File: src/rtl/morse_pkg.sv
// Shared definitions for the Morse transmitter: character codes, element
// patterns and controller states.
package morse_pkg;

  localparam int NUM_CODES = 36;

  localparam logic [5:0] CODE_0 = 6'd0;
  localparam logic [5:0] CODE_9 = 6'd9;
  localparam logic [5:0] CODE_A = 6'd10;
  localparam logic [5:0] CODE_B = 6'd11;
  localparam logic [5:0] CODE_E = 6'd14;
  localparam logic [5:0] CODE_T = 6'd29;
  localparam logic [5:0] CODE_Z = 6'd35;

  // bits are left-aligned: bit 4 is the first element, 1 = dash, 0 = dot
  typedef struct packed {
    logic [2:0] len;
    logic [4:0] bits;
  } morse_pat_t;

  typedef enum logic [1:0] {
    ST_IDLE,
    ST_MARK,
    ST_GAP,
    ST_CHAR_GAP
  } morse_state_t;

  function automatic morse_pat_t morse_pat(input logic [2:0] len, input logic [4:0] bits);
    morse_pat_t p;
    p.len  = len;
    p.bits = bits;
    return p;
  endfunction

endpackage

File: src/rtl/morse_rom.sv
// Combinational code -> Morse element pattern lookup for digits and letters.
module morse_rom
  import morse_pkg::*;
(
  input  logic [5:0]  code,
  output logic        valid,
  output morse_pat_t  pat
);

  always_comb begin
    valid = (code < 6'(NUM_CODES));
    pat   = morse_pat(3'd0, 5'b00000);
    case (code)
      6'd0:  pat = morse_pat(3'd5, 5'b11111);
      6'd1:  pat = morse_pat(3'd5, 5'b01111);
      6'd2:  pat = morse_pat(3'd5, 5'b00111);
      6'd3:  pat = morse_pat(3'd5, 5'b00011);
      6'd4:  pat = morse_pat(3'd5, 5'b00001);
      6'd5:  pat = morse_pat(3'd5, 5'b00000);
      6'd6:  pat = morse_pat(3'd5, 5'b10000);
      6'd7:  pat = morse_pat(3'd5, 5'b11000);
      6'd8:  pat = morse_pat(3'd5, 5'b11100);
      6'd9:  pat = morse_pat(3'd5, 5'b11110);
      6'd10: pat = morse_pat(3'd2, 5'b01000); // A
      6'd11: pat = morse_pat(3'd4, 5'b10000);
      6'd12: pat = morse_pat(3'd4, 5'b10100);
      6'd13: pat = morse_pat(3'd3, 5'b10000);
      6'd14: pat = morse_pat(3'd1, 5'b00000);
      6'd15: pat = morse_pat(3'd4, 5'b00100);
      6'd16: pat = morse_pat(3'd3, 5'b11000);
      6'd17: pat = morse_pat(3'd4, 5'b00000);
      6'd18: pat = morse_pat(3'd2, 5'b00000);
      6'd19: pat = morse_pat(3'd4, 5'b01110);
      6'd20: pat = morse_pat(3'd3, 5'b10100);
      6'd21: pat = morse_pat(3'd4, 5'b01000);
      6'd22: pat = morse_pat(3'd2, 5'b11000);
      6'd23: pat = morse_pat(3'd2, 5'b10000);
      6'd24: pat = morse_pat(3'd3, 5'b11100);
      6'd25: pat = morse_pat(3'd4, 5'b01100);
      6'd26: pat = morse_pat(3'd4, 5'b11010);
      6'd27: pat = morse_pat(3'd3, 5'b01000);
      6'd28: pat = morse_pat(3'd3, 5'b00000);
      6'd29: pat = morse_pat(3'd1, 5'b10000);
      6'd30: pat = morse_pat(3'd3, 5'b00100);
      6'd31: pat = morse_pat(3'd4, 5'b00010);
      6'd32: pat = morse_pat(3'd3, 5'b01100);
      6'd33: pat = morse_pat(3'd4, 5'b10010);
      6'd34: pat = morse_pat(3'd4, 5'b10110);
      6'd35: pat = morse_pat(3'd4, 5'b11000); // Z
      default: pat = morse_pat(3'd0, 5'b00000);
    endcase
  end

endmodule

File: src/rtl/morse_tx.sv
// Single-character Morse keyer: looks up the element pattern on accept and
// times marks and gaps in units of UNIT_CYCLES clocks.
module morse_tx
  import morse_pkg::*;
#(
  parameter int UNIT_CYCLES = 4
) (
  input  logic       Clock,
  input  logic       Reset,
  input  logic       start,
  input  logic [5:0] code,
  output logic       ready,
  output logic       key,
  output logic       dot,
  output logic       dash,
  output logic       done,
  output logic       err
);

  localparam int CW = $clog2(3 * UNIT_CYCLES + 1);
  localparam logic [CW-1:0] CNT_1U = CW'(UNIT_CYCLES - 1);
  localparam logic [CW-1:0] CNT_3U = CW'(3 * UNIT_CYCLES - 1);

  morse_state_t  state_q, state_d;
  logic [CW-1:0] cnt_q, cnt_d;
  logic [4:0]    bits_q, bits_d;
  logic [2:0]    len_q, len_d;
  logic ready_q, ready_d, key_q, key_d, dot_q, dot_d;
  logic dash_q, dash_d, done_q, done_d, err_q, err_d;

  logic       rom_valid;
  morse_pat_t rom_pat;
  logic       accept;
  logic       next_dash;
  logic       mark_entry;

  morse_rom u_rom (
    .code  (code),
    .valid (rom_valid),
    .pat   (rom_pat)
  );

  assign accept = (state_q == ST_IDLE) && start;

  always_ff @(posedge Clock) begin
    if (Reset) begin
      state_q <= ST_IDLE;
      cnt_q   <= '0;
      bits_q  <= '0;
      len_q   <= '0;
      ready_q <= 1'b1;
      key_q   <= 1'b0;
      dot_q   <= 1'b0;
      dash_q  <= 1'b0;
      done_q  <= 1'b0;
      err_q   <= 1'b0;
    end else begin
      state_q <= state_d;
      cnt_q   <= cnt_d;
      bits_q  <= bits_d;
      len_q   <= len_d;
      ready_q <= ready_d;
      key_q   <= key_d;
      dot_q   <= dot_d;
      dash_q  <= dash_d;
      done_q  <= done_d;
      err_q   <= err_d;
    end
  end

  always_comb begin
    state_d = state_q;
    cnt_d   = cnt_q;
    bits_d  = bits_q;
    len_d   = len_q;
    case (state_q)
      ST_IDLE: begin
        if (accept && rom_valid) begin
          state_d = ST_MARK;
          bits_d  = rom_pat.bits;
          len_d   = rom_pat.len;
          cnt_d   = rom_pat.bits[4] ? CNT_3U : CNT_1U;
        end
      end
      ST_MARK: begin
        if (cnt_q != '0) begin
          cnt_d = cnt_q - 1'b1;
        end else if (len_q == 3'd1) begin
          state_d = ST_CHAR_GAP;
          cnt_d   = CNT_3U;
        end else begin
          state_d = ST_GAP;
          cnt_d   = CNT_1U;
          bits_d  = {bits_q[3:0], 1'b0};
          len_d   = len_q - 3'd1;
        end
      end
      ST_GAP: begin
        if (cnt_q != '0) begin
          cnt_d = cnt_q - 1'b1;
        end else begin
          state_d = ST_MARK;
          cnt_d   = bits_q[4] ? CNT_3U : CNT_1U;
        end
      end
      ST_CHAR_GAP: begin
        if (cnt_q != '0) begin
          cnt_d = cnt_q - 1'b1;
        end else begin
          state_d = ST_IDLE;
          bits_d  = '0;
          len_d   = '0;
        end
      end
      default: state_d = ST_IDLE;
    endcase
  end

  // Outputs are registered: each *_d describes the cycle after this edge.
  always_comb begin
    next_dash  = (state_q == ST_IDLE) ? rom_pat.bits[4] : bits_q[4];
    mark_entry = (state_d == ST_MARK) && (state_q != ST_MARK);
    ready_d    = (state_d == ST_IDLE);
    key_d      = (state_d == ST_MARK);
    dot_d      = mark_entry && !next_dash;
    dash_d     = mark_entry && next_dash;
    done_d     = (state_q == ST_CHAR_GAP) && (cnt_q == CW'(1));
    err_d      = accept && !rom_valid;
  end

  assign ready = ready_q;
  assign key   = key_q;
  assign dot   = dot_q;
  assign dash  = dash_q;
  assign done  = done_q;
  assign err   = err_q;

endmodule

File: config.mk
export PLATFORM = sky130hd
export DESIGN_NAME = morse_tx
export DESIGN_NICKNAME = d
export VERILOG_FILES = /design/src/rtl/morse_pkg.sv /design/src/rtl/morse_rom.sv /design/src/rtl/morse_tx.sv
export SDC_FILE = /design/constraint.sdc
export NUM_CORES = 1
export LEC_CHECK = 0
export CORE_ASPECT_RATIO = 1.25
export CORE_MARGIN = 1.5
export CORE_UTILIZATION = 45
export CTS_BUF_LIST = sky130_fd_sc_hd__clkbuf_8
export DETAILED_ROUTE_END_ITERATION = 7
export GPL_ROUTABILITY_DRIVEN = 1
export GPL_TIMING_DRIVEN = 0
export PLACE_DENSITY = 0.61
export SLEW_MARGIN = 20
export SYNTH_ARGS = -nofsm -noshare
export SYNTH_HDL_FRONTEND = slang
export SYNTH_SLANG_ARGS = --single-unit
File: constraint.sdc
create_clock -name Clock -period 3.9 [get_ports Clock]
set_clock_uncertainty 0.05 [all_clocks]
set_input_delay 1.17 -clock Clock [delete_from_list [all_inputs] [get_ports Clock]]
set_output_delay 1.17 -clock Clock [all_outputs]
set_load 0.02 [all_outputs]
==> results.md <==
- Gpl congestion: 0.919
- Worst-path maximum fanout: 11
- Final Hold Vio Count: 0
- Initial antenna violation count: 0
- CTS tree: built
- Clock latency on the worst-skew pair: 0.26 ns
- Critical path arrival: 3.52 ns
- Core ar.: 3450 sq um
- Unique masters post-synth: 55
- Top-count cell post-synth: dfxtp_1
- Routed WL: 4.09 mm
- Ant diodes: 0
- Nets: 225
- Worst Setup Start Kind: input port
- Hold_buf cts: 0
- Dpl hpwl: 3.08 mm
- TNS Setup: 0 ns
- Initial Utilization: 46.8%
- Vias: 1,470
- I/O Pins: 15
- GRT Residual Overflow: 0
- Final setup viols: 0
- Power Dens Cells: 385 nW/um^2
- Crit path capture type: flip-flop
- CTS Buffer Depth: 2
- Max-cap violations: 0
- Top cells by count, synth: 20 x dfxtp_1, 17 x nor2_1, 12 x ha_1, 11 x nand2_1, 10 x inv_1
- Largest net degree at the start of global routing: 12
- DR pass1 iterations: 5
- Seq/Total Area, Yosys: 24.7%
- DIE HEIGHT: 70.0 um
- Average size of a mapped cell: 8.61 sq um
- Number of enable flip-flop cells after synthesis: 0
- First-pass GRT wire length: 6.98 mm
- Clock transition at path regs: 0.08 ns
- Row cnt: 24
- Initial drt markers: 31
- Post_cts resized: 0
- FMAX: 0.291 GHz
- DR DRC count: 0
- Die area: 3970 sq um
- Pleak: 0.712 nW
- FF+latch count, synth: 20
- Antenna-violating nets left: 0
- Required @ worst endpoint: 3.99 ns
- H-Tree Depth: 1
- Synth area leader: dfxtp_1
- Syn Nets: 209
- Fin crit period: 3.44 ns
- Slew HR: 62.9%
- Root Buffer: clkbuf_8
- Ratio of cells with drive above 1 in the final layout: 14.8%
- Vias in the first global route: 1,486
- Synth Instances: 188
- Status: finished clean
- Fillers: 327
- Mapped Area: 1620 sq um
- Synth top area cells: dfxtp_1 25%, ha_1 9.3%, mux4_2 4.2%
- Post-synth ARST share: 0%
- Max Transition Viols Final: 0
- Pwr Total: 0.705 mW
- Area Overhead vs Synth: 13.2%
- Unrepaired setup endpoints after global routing: no
- Post-CTS Setup Repair Bufs: 0
- Synth Warn #: 0
- Cts bufs inserted: 3
- Post-DR wirelength/cell: 16.9 um
- Peak VDD IR: 0.249 mV
- I/O Buffers: 11
- Via density: 6.07
- Die width: 56.6 um
- Clk sink count: 20
- Crit Path Category: input port to flip-flop
- Total GRT Usage: 21.9%
- Main synth FF type: dfxtp_1
- Worst Hold Class: flip-flop to flip-flop
- Fin crit share: 88.1%
- Slew at the pin closest to its max-slew limit: 0.551 ns
- Area share of the largest cell type after synthesis: 24.7%
## cells in the final DEF (no fill, tap or decap), drive strengths merged, types with 2 or more instances in the layout
| cell type | instances |
|---|---|
| clkdlybuf4s50 | 11 |
| o211a | 2 |
| dfxtp | 20 |
| o311a | 2 |
| a21oi | 6 |
| mux4 | 3 |
| o221ai | 2 |
| ha | 12 |
| mux2i | 4 |
| nor4 | 4 |
| a221oi | 3 |
| o21bai | 2 |
| buf | 11 |
| nand3 | 5 |
| nor3b | 2 |
| a22oi | 4 |
| nand2b | 6 |
| a2bb2oi | 2 |
| a21boi | 2 |
| o21a | 2 |
| a211oi | 5 |
| nand2 | 11 |
| inv | 12 |
| o21ai | 9 |
| nor2b | 6 |
| o31ai | 3 |
| clkbuf | 7 |
| mux2 | 2 |
| nor2 | 19 |
| nor3 | 7 |
| a2111oi | 4 |
## report_power, final
group	total, mW	internal (mW)	switching [mW]
clock	0.163	0.0900	0.0725
combinational	0.287	0.119	0.168
sequential	0.256	0.234	0.0218
total	0.705	0.443	0.263
## routing by layer
metal  vias to the layer above  routed length, um  GRT usage [%]
met3                         7                 90           1.67
met2                        31               2200           41.1
met1                       707               1720           25.2
met5                         -                  0              0
met4                         0                 71           7.94
li1                        725                  -              -
## state kept, by name (all words and copies together), names as in the netlist
signal and cells:
ready 1, key 1, dash 1, len_q 3, err 1, dot 1, cnt_q 4, done 1
bits_q 5, state_q 2
## metrics by stage
stage	utilization, %	area (sq um)	instances	hold WS, ns	worst slack, ns
floorplan	-	1620	188	0.417	1.19
global placement	51.4	1780	238	0.430	0.251
detailed placement	51.4	1780	238	0.432	0.198
CTS	53.0	1830	242	0.449	0.474
global route	53.0	1830	242	0.499	0.294
finish	53.0	1830	242	0.449	0.464
## cells by family (layout without fill, tap and decap cells)
logic type / after synthesis / in the layout / share of synthesized area [%]
AO/OA/AOI/OAI: 57 / 57 / 29.2
flip-flops: 20 / 20 / 24.7
buffers and inverters: 26 / 41 / 8.04
adder cells (fa/ha/maj): 12 / 12 / 9.28
XOR/XNOR: 1 / 1 / 0.541
multiplexers: 9 / 9 / 8.04
AND/OR/NAND/NOR: 63 / 63 / 20.1
## critical path: stages
cell	delay, ns
clkdlybuf4s50_1	0.72
inv_1	0.17
ha_1	0.30
clkbuf_1	0.21
mux2_2	0.32
a32o_1	0.26
a22oi_1	0.14
o311a_1	0.19
nor3_1	0.05
## worst paths after layout
check | from | to | slack [ns] | cells after the start
hold reg to reg | bits_q[1]$_SDFFE_PP0P_ | bits_q[1]$_SDFFE_PP0P_ | 0.45 | 2
setup / recovery | code[1] | bits_q[3]$_SDFFE_PP0P_ | 0.46 | 9
hold / removal | bits_q[1]$_SDFFE_PP0P_ | bits_q[1]$_SDFFE_PP0P_ | 0.45 | 2
setup reg to reg | cnt_q[0]$_SDFFE_PP0P_ | bits_q[4]$_SDFFE_PP0P_ | 1.84 | 7
## final cells by class
class | instances | area [sq um] | area share (%)
Sequential cell | 20 | 400 | 21.9
Multi-Input combinational cell | 142 | 1090 | 59.4
Inverter | 12 | 45.0 | 2.46
Clock buffer | 4 | 55.1 | 3.01
Buffer | 14 | 85.1 | 4.64
Timing Repair Buffer | 11 | 110 | 6.01
Tap cell | 39 | 48.8 | 2.66
Power figures use the tool's default switching activity.
